### config.mk
export PLATFORM = sky130hd
export DESIGN_NAME = pc_sequencer
export DESIGN_NICKNAME = d
export VERILOG_FILES = /design/src/rtl/pc_sequencer.sv
export SDC_FILE = /design/constraint.sdc
export NUM_CORES = 1
export LEC_CHECK = 0
export CORE_MARGIN = 2
export CORE_UTILIZATION = 38
export CTS_CLUSTER_DIAMETER = 60
export DETAILED_ROUTE_END_ITERATION = 8
export PLACE_DENSITY = 0.77
export SLEW_MARGIN = 10
export SYNTH_ARGS = -nofsm -noshare
export SYNTH_HDL_FRONTEND = slang
export SYNTH_SLANG_ARGS = --single-unit
### constraint.sdc
create_clock -name clk -period 1.4 [get_ports clk]
set_input_delay 0.21 -clock clk [delete_from_list [all_inputs] [get_ports clk]]
set_output_delay 0.21 -clock clk [all_outputs]
set_load 0.01 [all_outputs]
### src/rtl/pc_sequencer.sv
// pc_sequencer: program-counter sequencer for the 8-bit CPU family.
// Holds the instruction-ROM fetch address and supports stall, absolute jump,
// and subroutine call/return through an internal return-address stack.
// Compile-time option: PC_SEQ_STACK_EN builds the return-address stack. When it
// is undefined, call behaves as jump, ret behaves as sequential, and the stack
// status outputs are tied to their empty values.
module pc_sequencer #(
    parameter int                ADDR_W      = 8,
    parameter int                STEP        = 2,
    parameter int                STACK_DEPTH = 4,
    parameter logic [ADDR_W-1:0] RESET_ADDR  = '0
) (
    input  logic                             clk,
    input  logic                             n_reset,
    input  logic                             advance,
    input  logic                             jump,
    input  logic                             call,
    input  logic                             ret,
    input  logic [ADDR_W-1:0]                jump_addr,
    input  logic                             clr_err,
    output logic [ADDR_W-1:0]                pc_out,
    output logic [$clog2(STACK_DEPTH+1)-1:0] stack_level,
    output logic                             stack_full,
    output logic                             stack_empty,
    output logic                             overflow,
    output logic                             underflow,
    output logic                             cmd_err
);

    localparam int                LVL_W  = $clog2(STACK_DEPTH + 1);
    localparam logic [ADDR_W-1:0] STEP_V = ADDR_W'(STEP);

    logic [ADDR_W-1:0] r_pc;
    logic              r_cmd_err;

    logic [ADDR_W-1:0] w_next_seq;
    logic [ADDR_W-1:0] w_pc_nxt;
    logic [1:0]        w_cmd_cnt;
    logic              w_cmd_err_set;

    // Sequential successor (wraps silently) and multi-command detection
    always_comb begin
        w_next_seq    = r_pc + STEP_V;
        w_cmd_cnt     = {1'b0, jump} + {1'b0, call} + {1'b0, ret};
        w_cmd_err_set = advance && (w_cmd_cnt > 2'd1);
    end

`ifdef PC_SEQ_STACK_EN
    localparam int PTR_W = (STACK_DEPTH > 1) ? $clog2(STACK_DEPTH) : 1;

    logic [ADDR_W-1:0] r_stack [STACK_DEPTH];
    logic [LVL_W-1:0]  r_level;
    logic              r_overflow;
    logic              r_underflow;

    logic              w_full;
    logic              w_empty;
    logic [LVL_W-1:0]  w_level_dec;
    logic [PTR_W-1:0]  w_push_idx;
    logic [PTR_W-1:0]  w_pop_idx;
    logic              w_push;
    logic              w_pop;
    logic              w_ovf_set;
    logic              w_unf_set;

    // Stack occupancy and read/write pointers derived from the level count
    always_comb begin
        w_full      = (r_level == LVL_W'(STACK_DEPTH));
        w_empty     = (r_level == '0);
        w_level_dec = r_level - LVL_W'(1);
        w_push_idx  = PTR_W'(r_level);
        w_pop_idx   = PTR_W'(w_level_dec);
    end

    // Command decode with priority call > ret > jump > sequential
    always_comb begin
        w_pc_nxt  = r_pc;
        w_push    = 1'b0;
        w_pop     = 1'b0;
        w_ovf_set = 1'b0;
        w_unf_set = 1'b0;
        if (advance) begin
            if (call) begin
                if (w_full) begin
                    w_pc_nxt  = w_next_seq;
                    w_ovf_set = 1'b1;
                end else begin
                    w_pc_nxt = jump_addr;
                    w_push   = 1'b1;
                end
            end else if (ret) begin
                if (w_empty) begin
                    w_pc_nxt  = w_next_seq;
                    w_unf_set = 1'b1;
                end else begin
                    w_pc_nxt = r_stack[w_pop_idx];
                    w_pop    = 1'b1;
                end
            end else if (jump) begin
                w_pc_nxt = jump_addr;
            end else begin
                w_pc_nxt = w_next_seq;
            end
        end
    end

    // Return-address storage; contents need no reset since level gates reads
    always_ff @(posedge clk) begin
        if (w_push) begin
            r_stack[w_push_idx] <= w_next_seq;
        end
    end

    // Stack level and sticky stack error flags
    always_ff @(posedge clk or negedge n_reset) begin
        if (!n_reset) begin
            r_level     <= '0;
            r_overflow  <= 1'b0;
            r_underflow <= 1'b0;
        end else begin
            if (w_push) begin
                r_level <= r_level + LVL_W'(1);
            end else if (w_pop) begin
                r_level <= w_level_dec;
            end
            r_overflow  <= w_ovf_set || (r_overflow && !clr_err);
            r_underflow <= w_unf_set || (r_underflow && !clr_err);
        end
    end

    // Stack status outputs
    always_comb begin
        stack_level = r_level;
        stack_full  = w_full;
        stack_empty = w_empty;
        overflow    = r_overflow;
        underflow   = r_underflow;
    end
`else
    // Command decode without a stack: call acts as jump, ret as sequential
    always_comb begin
        w_pc_nxt = r_pc;
        if (advance) begin
            if (call) begin
                w_pc_nxt = jump_addr;
            end else if (ret) begin
                w_pc_nxt = w_next_seq;
            end else if (jump) begin
                w_pc_nxt = jump_addr;
            end else begin
                w_pc_nxt = w_next_seq;
            end
        end
    end

    // Stack status outputs tied to their empty values
    always_comb begin
        stack_level = '0;
        stack_full  = 1'b0;
        stack_empty = 1'b1;
        overflow    = 1'b0;
        underflow   = 1'b0;
    end
`endif

    // Program counter and sticky command-collision flag
    always_ff @(posedge clk or negedge n_reset) begin
        if (!n_reset) begin
            r_pc      <= RESET_ADDR;
            r_cmd_err <= 1'b0;
        end else begin
            r_pc      <= w_pc_nxt;
            r_cmd_err <= w_cmd_err_set || (r_cmd_err && !clr_err);
        end
    end

    // Registered outputs
    always_comb begin
        pc_out  = r_pc;
        cmd_err = r_cmd_err;
    end

endmodule

==> results of run 1 <==
## layout make-up
class,instances,area share (%)
multi-input cells,47,34.5
clock buffers,4,2.90
repair buffers,32,33.0
well taps,16,2.21
flip-flops and latches,9,24.9
inverters,6,2.49
## cell usage after synthesis (all sizes together) (3+ instances only)
cell type / number
a21oi: 4
a2bb2oi: 3
buf: 8
dfrtp: 9
inv: 6
mux2i: 4
nand2: 8
o21ai: 3
## worst max path at each step
| stage | to | slack, ps | cells past startpoint |
|---|---|---|---|
| final | cmd_err | 50 | 1 |
| after CTS | pc_out[7] | 4 | 1 |
| after global routing | cmd_err | 4 | 1 |
| after detailed placement | pc_out[0] | -130 | 5 |
| after global placement | pc_out[0] | -100 | 5 |
| after floorplan | pc_out[7] | 80 | 4 |
## metal layers
layer  GRT usage [%]  vias to the layer above  routed length (um)
met4            12.7                        0                  42
met2            29.4                       20                 713
met5               0                        -                   0
met1            19.3                      262                 619
met3            5.31                        4                  80
li1                -                      282                   -
## state kept, by name, summed over array words and instances (netlist names)
signal,cells
cmd_err,1
pc_out,8
## repair_timing
| item | in CTS | in global routing |
|---|---|---|
| pin swaps | 0 | 0 |
| gates resized for setup | 5 | 3 |
| setup buffers | 1 | 0 |
| setup endpoints to repair | 6 | 3 |
| gates cloned | 0 | 0 |
## stage by stage
step,power [mW],hold slack (ps),std cells
2_1_floorplan,0.510,-85.6,71
3_3_place_gp,0.670,505,109
3_5_place_dp,0.678,501,109
4_1_cts,0.878,263,114
5_1_grt,0.931,262,114
6_report,0.870,252,114
## cell usage in the layout (no fill, tap or decap), types with 2 or more instances in the layout
| cell type | netlist | routed |
|---|---|---|
| sky130_fd_sc_hd__a21oi_1 | 3 | 3 |
| sky130_fd_sc_hd__a22oi_1 | 2 | 2 |
| sky130_fd_sc_hd__a2bb2oi_1 | 2 | 2 |
| sky130_fd_sc_hd__and3_4 | 2 | 2 |
| sky130_fd_sc_hd__buf_4 | 7 | 9 |
| sky130_fd_sc_hd__clkbuf_4 | 1 | 3 |
| sky130_fd_sc_hd__clkdlybuf4s50_1 | 0 | 15 |
| sky130_fd_sc_hd__conb_1 | 2 | 7 |
| sky130_fd_sc_hd__dfrtp_1 | 9 | 9 |
| sky130_fd_sc_hd__dlygate4sd2_1 | 0 | 5 |
| sky130_fd_sc_hd__dlymetal6s2s_1 | 0 | 3 |
| sky130_fd_sc_hd__ha_1 | 2 | 2 |
| sky130_fd_sc_hd__inv_1 | 6 | 6 |
| sky130_fd_sc_hd__mux2i_1 | 4 | 4 |
| sky130_fd_sc_hd__nand2_1 | 8 | 8 |
| sky130_fd_sc_hd__nand4_1 | 2 | 2 |
| sky130_fd_sc_hd__nor2_1 | 2 | 2 |
| sky130_fd_sc_hd__o21ai_0 | 3 | 3 |
## cells by family (layout without fill, tap and decap cells)
logic type,Yosys count,after routing,synth area share [%]
compound gates,17,17,20.2
buf+inv,15,42,15.3
fa+ha+maj,2,2,4.08
simple gates,16,16,14.1
other cells,2,7,1.22
flops,9,9,36.7
mux,5,5,8.37
## power by group through the flow
| stage | Sequential (mW) | Clock, mW | Combinational (mW) |
|---|---|---|---|
| final | 0.336 | 0.211 | 0.323 |
| after global routing | 0.341 | 0.238 | 0.352 |
| after CTS | 0.336 | 0.213 | 0.328 |
| after detailed placement | 0.345 | 0 | 0.333 |
| after global placement | 0.344 | 0 | 0.326 |
| after floorplan | 0.366 | 0 | 0.143 |
==> flow_results.org, run 1 <==
** Run status
- Status :: finished clean

** Cells and area
- 0 antenna diodes ended up in the layout.
- After the last flow step, the layout net total stands at 116.
- Final Util :: 60.1%
- Of the cells placed in the final design, the portion with a size suffix greater than 1 is 18.4%.
- Filler instances :: 133
- Post-route cell area :: 906 um^2
- Area growth from synthesis to layout :: 47.8%
- The multi-input combinational cells in the finished layout cover a total of 313 um^2.
- Area used by sequential logic in the layout :: 225 um^2

** Run
- Across the run, the number of max-cap violations was 0.

** Synth
- Warning count from the yosys run :: 0
- A synthesized cell averages 9.29 um^2.
- Cell taking the most area after synthesis :: sky130_fd_sc_hd__dfrtp_1
- Area share of the leading cell type in the synthesized netlist :: 36.7%
- Ranking of synthesized cells by area :: sky130_fd_sc_hd__dfrtp_1 (37%), sky130_fd_sc_hd__buf_4 (8.6%), sky130_fd_sc_hd__mux2i_1 (6.5%)
- EDFF count, synth :: 0
- After synthesis, flip-flops and latches occupy 36.7% of the total area.
- Register bit total from synthesis :: 9
- The netlist uses 26 different library cells.
- Ys async rst share :: 100%
- Dominant synthesized flop cell :: sky130_fd_sc_hd__dfrtp_1
- Gate Count Post-Synth :: 66
- Post-Synthesis Cell Area :: 613 um^2

** Worst setup path
- Reg-to-reg endpoint :: pc_out[7]
- Maximum fanout encountered on the critical timing path :: 2
- WP data required :: 1190 ps
- Number of buffer and inverter stages on the critical path :: 1
- STA classifies the critical path endpoint as an output port.
- Depth of the worst register-to-register path :: 4
- Register-to-register path setup slack :: 90 ps
- Worst path slowest cell :: sky130_fd_sc_hd__clkdlybuf4s50_1
- On the critical path the largest part of the delay comes from buffers and inverters.
- Data arrival at the endpoint of the critical path :: 1140 ps
- By startpoint and endpoint, the worst setup path is classified as register to output port.
- STA classifies the critical path startpoint as a register.
- Traced cell by cell, the critical path runs through clkdlybuf4s50_1.
- The largest single stage delay on the critical path is 530 ps.
- The worst register-to-register path begins at pc_out[1].
- Worst setup path startpoint :: cmd_err

** Power and ir drop
- Of the total power, combinational logic draws 37.1%.
- The worst-case IR drop observed on VDD is 0.000545 V.
- The clock network is responsible for 24.3% of the overall power.
- Sequential share of power :: 38.6%
- Sw Pwr :: 278 uW
- Cell internal power was estimated by the tool at 593 uW.
- Pleak :: 0.446 nW
- Of the total power, the share spent switching nets is 31.9%.
- Power density over the cells :: 961 mW/mm^2

** Routing
- After detailed routing, the number of remaining DRC violations is 0.
- Summing over every cut layer, the via total after detailed routing is 568.
- Detailed Route Iter0 Violations :: 6
- In the final routed layout, each cell accounts on average for 12.8 um.
- The first TritonRoute pass finished after 4 iterations.
- Wires add up to 1450 um.
- The count of nets left with antenna violations once routing finished came out at 0.
- Average via count per standard cell :: 4.98

** Timing
- Number of endpoints failing setup at the final stage :: 0
- Setup repair after global routing left no endpoint under its margin.
- Part of the cycle the worst path needs :: 96.1%
- Post-route setup slack :: 54.6 ps
- Setup skew after layout :: 2.03 ps
- Static timing analysis puts the maximum clock frequency at 0.743 GHz.
- Min Clock Period, post-route :: 1350 ps
- The count of final hold-check violations came to 0.
- Total negative slack for setup checks :: 0 ps
- Number of pins exceeding their max-slew limit in the final report :: 0

** Hold path
- Type of the worst min-delay path :: input port to asynchronous set/reset pin

** Clocking
- Clock-pin slew was measured on the worst setup and hold paths at 60 ps.
- TritonCTS built the clock tree.
- CTS built an H-tree with a depth of 1.
- Hold buffers post-CTS :: 0
- The tree is rooted in a sky130_fd_sc_hd__clkbuf_4.
- Inserted Clock Buffers :: 3
- The clock passes through at most 2 buffers.
- The clock net in this run drives a total of 9 sinks.
- The later pin in the worst-skew pair is clocked with a latency of 270 ps.

** Place
- Once placement finished, the instance area stood at 871 um^2.
- Port-buffer cells :: 23
- Once detailed placement completed, the half-perimeter wirelength came to 1150 um.
- Prior to clock tree synthesis, the placed netlist has a worst setup slack of -133 ps.
- GP Congestion :: 0.752

** Floorplanning
- The floorplan step set the die height to 44.2 um.
- In this run the count of I/O pins placed on the die edge is 31.
- Starting density of the core :: 40.7%
- Die area :: 0.00195 mm^2
- Horizontal die dimension :: 44.2 um
- The floorplan has 14 rows.
- Area of the core :: 0.00151 mm^2

** Global routing
- The first global-routing pass estimated 2390 um of wire.
- The number of global-route vias before repair is 556.
- Across every metal layer, demand over resource in global routing totals 17.8%.
- Number of antenna violations at the first check in global routing :: 0
- Entering global routing, the biggest net connects 10 pins.
- For this run the aggregate overflow at the end of global routing stands at 0.
Power figures use the tool's default switching activity.
==> inputs of run 2 (changes only) <==
- CELL_PAD_IN_SITES_DETAIL_PLACEMENT: unset -> 1
- CELL_PAD_IN_SITES_GLOBAL_PLACEMENT: unset -> 2
- CORE_UTILIZATION: 38 -> 21
- PLACE_DENSITY: 0.77 -> unset
- PLACE_DENSITY_LB_ADDON: unset -> 0.1
==> run 2 against run 1 <==
Net effect:
- clock power about the same
- non-clock buffer count fell by 1
- global-route usage fell by 6.8 points
- via count shrank 0.18%
- power grew 1.6%
- wire length grew 14%
- sequential share of layout area shrank 0.73 points
- final cell count increased by 12%
- combinational power rose by 6%
- largest cell class unchanged
==> flow_results.org, run 2 (synthesis gave the netlist of run 1 again) <==
** Global routing
- Largest net degree at the start of global routing :: 12 (was 10)
- The global-route total usage across every layer was 11.0% (was 17.8%).
- The number of global-route vias before repair is 576 (was 556).
- First-pass GRT wire length :: 2730 um (was 2390 um)
- Number of antenna violations at the first check in global routing :: 0 (unchanged)
- Total grt overflow :: 0 (unchanged)

** Worst setup path
- The startpoint of the worst register-to-register path is pc_out[1] (unchanged).
- Worst setup path startpoint :: pc_out[0] (was cmd_err)
- The worst setup path endpoint is pc_out[0] (was cmd_err).
- Depth of the worst register-to-register path :: 4 (unchanged)
- Number of buffer and inverter stages on the critical path :: 1 (unchanged)
- Worst path slowest cell :: sky130_fd_sc_hd__clkdlybuf4s50_1 (unchanged)
- WP data required :: 1190 ps (about the same)
- Instance count on the critical path :: 1 (unchanged)
- Slowest stage delay, CP :: 530 ps (about the same)
- The arrival time of the worst setup path was 1150 ps (was 1140 ps).
- Path type of the worst setup path :: register to output port (unchanged)
- CP cell instances :: clkdlybuf4s50_1 (unchanged)
- Maximum fanout encountered on the critical timing path :: 2 (unchanged)
- The category of the worst setup path launch point is a register (unchanged).
- The critical path endpoint category is an output port (unchanged).
- Reg-to-reg endpoint :: pc_out[7] (unchanged)
- The minimum setup slack among reg-to-reg paths is 110 ps (was 90 ps).
- Family with the most delay on the worst path :: buffers and inverters (unchanged)

** Floorplanning
- The number of I/O pins is 31 (unchanged).
- The area enclosed by the die boundary is 0.00337 mm^2 (was 0.00195 mm^2).
- The vertical die dimension was 58.0 um (was 44.2 um).
- The initial cell density of the core is 22.2% (was 40.7%).
- The floorplan row count was 19 (was 14).
- The die extent in x was 58.0 um (was 44.2 um).
- Area of the core :: 0.00276 mm^2 (was 0.00151 mm^2)

** Routing
- The vias after detailed routing is 567 (was 568).
- Length of the first detailed-routing pass in iterations :: 2 (was 4)
- The count of unresolved DRC violations after routing was 0 (unchanged).
- Routed wire per std cell :: 13.0 um (was 12.8 um)
- Number of nets with antenna violations after routing :: 0 (unchanged)
- Post-detailed-routing wire length :: 1660 um (was 1450 um)
- Average via count per standard cell :: 4.43 (was 4.98)
- The first-iteration detailed-routing DRC count is 6 (unchanged).

** Cells and area
- Area growth from synthesis to layout :: 52.2% (was 47.8%)
- The cell area after layout came to 933 um^2 (was 906 um^2).
- Leading cell types in the layout, fill and taps excluded :: sky130_fd_sc_hd__clkdlybuf4s50_1 (17), sky130_fd_sc_hd__dfrtp_1 (9), sky130_fd_sc_hd__nand2_1 (8), sky130_fd_sc_hd__conb_1 (7) (was sky130_fd_sc_hd__clkdlybuf4s50_1 (15), sky130_fd_sc_hd__dfrtp_1 (9), sky130_fd_sc_hd__buf_4 (9), sky130_fd_sc_hd__nand2_1 (8), sky130_fd_sc_hd__conb_1 (7))
- The number of nets in the layout came to 115 (was 116).
- Max FFs per register :: 8 (unchanged)
- Leading cell type in the layout, fill and taps excluded :: sky130_fd_sc_hd__clkdlybuf4s50_1 (unchanged)
- Antenna cells :: 0 (unchanged)
- Fraction of final layout cells sized beyond drive strength 1 :: 17.5% (was 18.4%)

** Run
- Number of maximum-capacitance violations :: 0 (unchanged)

** Timing
- The worst hold slack across all endpoints came to 263 ps (was 252 ps).
- The number of setup violations in the final report is 0 (unchanged).
- Number of pins exceeding their max-slew limit in the final report :: 0 (unchanged)
- The maximum clock frequency came to 0.737 GHz (was 0.743 GHz).
- Setup repair after global routing missed its margin :: false (unchanged)
- Number of hold violations in the final report :: 0 (unchanged)
- Setup skew after layout :: 3.05 ps (was 2.03 ps)
- Total negative slack for setup checks :: 0 ps (unchanged)
- The final critical path time including I/O delays and setup is 1360 ps (was 1350 ps).
- The ratio of final minimum period to clock period was 96.9% (was 96.1%).

** Power and ir drop
- Switch share :: 31.7% (was 31.9%)
- The final total power is 884 uW (was 870 uW).
- The reported net switching power is 280 uW (was 278 uW).
- Power Internal :: 604 uW (was 593 uW)
- Clock share of power :: 23.6% (was 24.3%)
- Sequential share of power :: 37.8% (was 38.6%)
- Highest ir drop seen on vdd :: 0.000354 V (was 0.000545 V)
- The power per cell area is 947 mW/mm^2 (was 961 mW/mm^2).
- The combinational group share of total power came to 38.6% (was 37.1%).
- The leakage power figure came to 0.425 nW (was 0.446 nW).

** Clocking
- Hold buffers post-CTS :: 0 (unchanged)
- The clock tree root buffer cell is sky130_fd_sc_hd__clkbuf_4 (unchanged).
- The number of clock sinks seen by CTS is 9 (unchanged).
- The H-tree depth came to 1 (unchanged).
- Largest buffer count on any clock path :: 2 (unchanged)
- The clock-pin slew on the worst setup and hold paths was 70 ps (was 60 ps).
- The TritonCTS buffer count was 3 (unchanged).
- Clock latency on the worst-skew pair :: 260 ps (was 270 ps)
- The clock tree from TritonCTS is built (unchanged).

** Place
- Port-buffer cells :: 23 (unchanged)
- The HPWL after detailed placement came to 1240 um (was 1150 um).
- Area after detailed placement :: 907 um^2 (was 871 um^2)
- The routability congestion estimate from global placement came to 0.716 (was 0.752).

** Run status
- Status: finished clean (unchanged).

** Hold path
- The class of the most critical hold timing path is input port to asynchronous set/reset pin (unchanged).
## run 2: cell count changes in the layout (fill, tap and decap cells not counted), sizes merged
cell and delta:
buf -1, clkdlybuf4s50 +2, dlygate4sd2 +1, dlymetal6s2s -3
## run 2: power groups by stage
| stage | Combinational [mW] | Sequential, mW | Clock (mW) |
|---|---|---|---|
| CTS | 0.347 | 0.335 | 0.223 |
| global route | 0.378 | 0.341 | 0.235 |
| detailed placement | 0.353 | 0.345 | 0 |
| finish | 0.341 | 0.335 | 0.209 |
| global placement | 0.354 | 0.345 | 0 |
| floorplan | 0.143 | 0.366 | 0 |
## run 2: worst reg2reg max path: stages (launching register included)
cell                       delay [ps]
sky130_fd_sc_hd__dfrtp_1          380
sky130_fd_sc_hd__ha_1             220
sky130_fd_sc_hd__and3_4           200
sky130_fd_sc_hd__and3_4           170
sky130_fd_sc_hd__o311ai_1         210
## run 2: per-stage QoR
stage	setup WS (ps)	utilization, %	std cells
6_report	43.9	33.8	128
5_1_grt	0.202	33.8	128
4_1_cts	26.2	33.8	128
3_5_place_dp	-125	32.9	123
3_3_place_gp	-132	32.9	123
2_1_floorplan	77.7	-	71
## run 2: how the worst min path moves through the flow
stage / from / end / slack, ps / cells past startpoint
final: n_reset / pc_out[0] / 260 / 1
after global routing: n_reset / pc_out[3] / 290 / 1
after CTS: n_reset / pc_out[3] / 270 / 1
after detailed placement: pc_out[0] / pc_out[0] / 510 / 1
after global placement: pc_out[0] / pc_out[0] / 500 / 1
after floorplan: n_reset / cmd_err / -90 / 0
## run 2: per-layer routing
layer | wire (um) | vias up | global-route usage, %
met1 | 762 | 265 | 13.4
met4 | 27 | 0 | 3.99
li1 | - | 280 | -
met5 | 0 | - | 0
met2 | 762 | 20 | 17.7
met3 | 109 | 2 | 4.24
## run 2: final cells by class
type	count	area, um^2
well taps	31	38.8
multi-input cells	47	313
inverters	6	22.5
flip-flops and latches	9	225
repair buffers	31	308
clock buffers	4	26.3
fillers	338	1820
## run 2: repair_timing
item,4_1_cts,5_1_grt
endpoints found under the setup margin,7,0
setup buffers,1,0
gates resized for setup,6,0
